File: src/rtl/pipe_skid_stage.sv
// Inter-stage pipeline register with a valid/ready handshake.
// A main register drives the outputs. A skid register absorbs the one entry that can arrive in the
// cycle downstream stalls, so the stage sustains one transfer per cycle.
// A saturating stall counter is included for performance debug.
module pipe_skid_stage #(
  parameter int unsigned DATA_W = 64,
  parameter int unsigned CTRL_W = 8,
  parameter int unsigned CNT_W  = 16
) (
  input  logic              clk,
  input  logic              rst,
  input  logic              flush,
  input  logic              in_valid,
  output logic              in_ready,
  input  logic [DATA_W-1:0] in_data,
  input  logic [CTRL_W-1:0] in_ctrl,
  output logic              out_valid,
  input  logic              out_ready,
  output logic [DATA_W-1:0] out_data,
  output logic [CTRL_W-1:0] out_ctrl,
  output logic [1:0]        occupancy,
  output logic [CNT_W-1:0]  stall_cnt
);

  // Encoding equals the number of entries held, so occupancy is the state itself.
  typedef enum logic [1:0] {
    StEmpty = 2'd0,
    StOne   = 2'd1,
    StTwo   = 2'd2
  } state_e;

  localparam logic [CNT_W-1:0] CntMax = '1;

  state_e            state_q, state_d;
  logic [DATA_W-1:0] main_data_q, main_data_d;
  logic [CTRL_W-1:0] main_ctrl_q, main_ctrl_d;
  logic [DATA_W-1:0] skid_data_q, skid_data_d;
  logic [CTRL_W-1:0] skid_ctrl_q, skid_ctrl_d;
  logic [CNT_W-1:0]  stall_cnt_q, stall_cnt_d;

  logic xfer_in;
  logic xfer_out;

  // Handshake outputs depend on registered state only.
  always_comb begin
    in_ready  = (state_q != StTwo);
    out_valid = (state_q != StEmpty);
    out_data  = main_data_q;
    out_ctrl  = out_valid ? main_ctrl_q : '0;
    occupancy = state_q;
    stall_cnt = stall_cnt_q;
    xfer_in   = in_valid & in_ready;
    xfer_out  = out_valid & out_ready;
  end

  // Next state and storage updates; flush overrides every transfer.
  always_comb begin
    state_d     = state_q;
    main_data_d = main_data_q;
    main_ctrl_d = main_ctrl_q;
    skid_data_d = skid_data_q;
    skid_ctrl_d = skid_ctrl_q;
    if (flush) begin
      state_d     = StEmpty;
      main_ctrl_d = '0;
      skid_ctrl_d = '0;
    end else begin
      unique case (state_q)
        StEmpty: begin
          if (xfer_in) begin
            main_data_d = in_data;
            main_ctrl_d = in_ctrl;
            state_d     = StOne;
          end
        end
        StOne: begin
          if (xfer_in && xfer_out) begin
            main_data_d = in_data;
            main_ctrl_d = in_ctrl;
          end else if (xfer_in) begin
            // Skid entry is younger than main; it moves up when main drains.
            skid_data_d = in_data;
            skid_ctrl_d = in_ctrl;
            state_d     = StTwo;
          end else if (xfer_out) begin
            state_d = StEmpty;
          end
        end
        StTwo: begin
          if (xfer_out) begin
            main_data_d = skid_data_q;
            main_ctrl_d = skid_ctrl_q;
            state_d     = StOne;
          end
        end
        default: state_d = StEmpty;
      endcase
    end
  end

  // Stall counter saturates and is deliberately left untouched by flush.
  always_comb begin
    stall_cnt_d = stall_cnt_q;
    if (out_valid && !out_ready && (stall_cnt_q != CntMax)) begin
      stall_cnt_d = stall_cnt_q + CNT_W'(1);
    end
  end

  // State and storage registers with synchronous reset.
  always_ff @(posedge clk) begin
    if (rst) begin
      state_q     <= StEmpty;
      main_data_q <= '0;
      main_ctrl_q <= '0;
      skid_data_q <= '0;
      skid_ctrl_q <= '0;
      stall_cnt_q <= '0;
    end else begin
      state_q     <= state_d;
      main_data_q <= main_data_d;
      main_ctrl_q <= main_ctrl_d;
      skid_data_q <= skid_data_d;
      skid_ctrl_q <= skid_ctrl_d;
      stall_cnt_q <= stall_cnt_d;
    end
  end

endmodule

File: config.mk
export PLATFORM = sky130hd
export DESIGN_NAME = pipe_skid_stage
export DESIGN_NICKNAME = d
export VERILOG_FILES = /design/src/rtl/pipe_skid_stage.sv
export SDC_FILE = /design/constraint.sdc
export NUM_CORES = 1
export LEC_CHECK = 0
export CAP_MARGIN = 0
export CORE_MARGIN = 3
export CORE_UTILIZATION = 49
export CTS_CLUSTER_SIZE = 30
export DETAILED_ROUTE_END_ITERATION = 10
export GPL_TIMING_DRIVEN = 0
export HOLD_SLACK_MARGIN = 0.1
export PLACE_DENSITY = 0.8
export SLEW_MARGIN = 20
export SYNTH_ARGS = -nofsm -noshare
export SYNTH_HDL_FRONTEND = slang
export SYNTH_SLANG_ARGS = --single-unit
File: constraint.sdc
create_clock -name clk -period 2.35 [get_ports clk]
set_input_delay 0.3525 -clock clk [delete_from_list [all_inputs] [get_ports clk]]
set_output_delay 0.3525 -clock clk [all_outputs]
set_load 0.01 [all_outputs]
==> reports/metrics.csv <==
metric,value,unit
Final WS setup,0.0773,ns
top post-synthesis cells by area,"dfxtp_1 (47%), mux2i_1 (11%), a21oi_1 (11%)",
fin crit share,96.7,%
largest family of logic cells by synthesized area,compound AO/OA/AOI/OAI gates,
mux cell area share after synthesis,11.2,%
Post-synth EDFFs,0,
# clock sinks,162,
share of the synthesized area in the top cell type,47.5,%
die width,124,um
crit start category,flop,
simple-gate share of the synthesized area,14.1,%
GR Util met3,5.36,%
Post-DRT Antenna Nets,0,
run status,completed,
fmax,440,MHz
CTS max path bufs,2,
Critical Path RT,2.00,ns
DRC viols,0,
final core utilization,69.6,%
Clock transition at path regs,0.06,ns
placed instance area,0.00873,sq mm
cell area after layout,0.00937,sq mm
core area,0.0135,sq mm
met2 Resource Use GR,39.5,%
sequential area share after synthesis,47.5,%
count of final setup violators,0,
top fanout value on the critical path,19,
cells along the critical path,clkbuf_4 -> nand2b_1 -> buf_8 -> clkdlybuf4s50_1,
RSZ-0062 raised after global routing,false,
R2R Setup Slk,0.19,ns
Clock Power Share,44.1,%
switch share,23.3,%
P_leak,3.64,nW
Inserted Diodes,0,
largest net degree at the start of global routing,20,
CTS tree,done,
Clock Skew,0.00652,ns
first-pass GRT wire length,30400,um
Combinational Power Share,11.7,%
final slew viol count,0,
Crit path largest cell delay,0.57,ns
Nets,1036,
ys async rst share,0,%
Cell Rows,42,
min cycle time layout,2.27,ns
CTS Root Cell,clkbuf_16,
pre-CTS WS,-0.211,ns
worst slew pin tran,0.611,ns
share of layout cells above drive strength 1,7.00,%
Yosys warning total,0,
die height,124,um
distinct cell type count after synthesis,42,
1st-iter DRT viols,588,
Layout area overhead,37.2,%
vias in the first global route,5961,
DRT Wirelength,19400,um
HPWL after detailed placement,13400,um
Syn Inst Count,772,
total global routing track utilization,25.2,%
critical path data arrival time,1.92,ns
Initial Util,50.8,%
Max IR drop VDD,445,uV
PortBufs,168,
post-synthesis instance area,0.00683,sq mm
post-synthesis sequential element count,162,
M1 GR Usage,34.6,%
PwrDens,702,mW/mm^2
syn nets,850,
Vias/cell,5.71,
1st-pass router iterations,5,
Max-slew headroom,59.2,%
die area,0.0154,sq mm
CP max-delay cell,clkdlybuf4s50_1,
cts bufs inserted,17,
endpoints failing hold,0,
io pins,169,
H-tree depth,4,
CP Capture Type,output port,
P_sw,1.53,mW
Max Cap Viol,0,
Syn Area/Cell,8.85,sq um
critical path class,flop to output port,
Post-Synth Adder-Cell Area,0.183,%
cell taking the most area after synthesis,dfxtp_1,
Skew-Pair Late Insertion Delay,0.43,ns
xor and xnor area share after synthesis,0,%
post-synthesis compound-gate area fraction,22.3,%
WL/cell,16.9,um
Sequential Power Share,44.2,%
most used flip-flop cell after synthesis,dfxtp_1,
remaining global-route overflow,0,
Tot Pwr,6.57,mW
vias post-DR,6553,
count of hold-fix buffers inserted at cts,0,
Pint,5.04,mW
global placement routability congestion,0.860,
HP Class,flop to flop,
initial antenna violation count,0,
GRT Max-Usage Layer,met2,
-- layer usage --
layer	vias to the layer above	part of all wire (%)
met5	-	0
met4	0	1.8
met3	25	7.5
met2	243	47
met1	3109	44
li1	3176	-
-- through the flow --
step / TNS, ns / instances / hold WS (ns)
2_1_floorplan: 0 / 772 / 0.436
3_3_place_gp: -11.97 / 1116 / 0.441
3_5_place_dp: -17.09 / 1116 / 0.446
4_1_cts: 0 / 1147 / 0.454
5_1_grt: 0 / 1147 / 0.466
6_report: 0 / 1147 / 0.453
-- final cells by class --
cell class | count | area, sq um
multi-input cells | 535 | 3270
flip-flops and latches | 162 | 3240
clock inverters | 9 | 126
fillers | 1142 | 4080
clock buffers | 23 | 498
plain buffers | 71 | 314
inverters | 3 | 11.3
well taps | 176 | 220
repair buffers | 168 | 1680
-- flip-flops by register name (all words and copies together) (netlist names) --
register,cells
stall_cnt,16
skid_ctrl_q,8
occupancy,2
skid_data_q,64
out_data,64
main_ctrl_q,8
-- placed cells by master, fill, tap and decap left out, types with 2 or more instances in the layout --
cell and n:
clkdlybuf4s50_1 168, dfxtp_1 162, nand2_1 146, a21oi_1 144
mux2i_1 75, a311oi_1 66, clkbuf_1 43, buf_2 26
nor2_1 19, clkbuf_16 17, nor2b_1 10, a211oi_1 8
nand4_1 8, nand3_1 6, and3_1 5, o21ai_0 5
clkbuf_8 5, nand2b_1 4, o31ai_1 4, or4_1 4
nor3_1 4, or3_1 4, clkinv_2 4, inv_1 3
a31oi_1 3, bufinv_16 3, nor2_2 2, nor4_2 2
-- synth_stat cells, types with 6 or more instances --
master and n:
nor2_1 20, a21oi_1 144, a211oi_1 8, dfxtp_1 162
nand2_1 146, a311oi_1 66, nor2b_1 10, buf_2 28
nand4_1 8, mux2i_1 75, nand3_1 6, clkbuf_1 42
-- worst max-delay path, delay by kind of cell, from the launching register on --
family | cells | cell delay (ns)
and+or+nand+nor | 1 | 0.18
buffers and inverters | 3 | 1.00
DFF | 1 | 0.32
-- power groups by stage --
| stage | Sequential (mW) | Clock (mW) | Combinational (mW) |
|---|---|---|---|
| floorplan | 2.99 | 0 | 0.311 |
| global placement | 2.96 | 0 | 0.751 |
| detailed placement | 2.96 | 0 | 0.763 |
| CTS | 2.90 | 2.92 | 0.768 |
| global route | 2.91 | 3.03 | 0.837 |
| finish | 2.91 | 2.90 | 0.770 |
-- final timing paths --
path / start / cells past startpoint / endpoint
hold / removal: skid_data_q[34] / 2 / skid_data_q[34]
setup reg to reg: occupancy[1] / 7 / skid_data_q[14]
hold reg to reg: skid_data_q[34] / 2 / skid_data_q[34]
setup / recovery: occupancy[0] / 4 / in_ready
-- cell families (layout without fill, tap and decap cells) --
group           after synthesis  after routing
buf+inv                      75            274
mux                          76             76
flops                       162            162
fa+ha+maj                     1              1
simple gates                219            219
compound gates              239            239
-- repair_timing --
item / 4_1_cts / 5_1_grt
gates cloned: 0 / 0
setup buffers: 0 / 0
resized for setup: 2 / 3
setup endpoints to repair: 8 / 4
(Power assumes the default switching activity.)
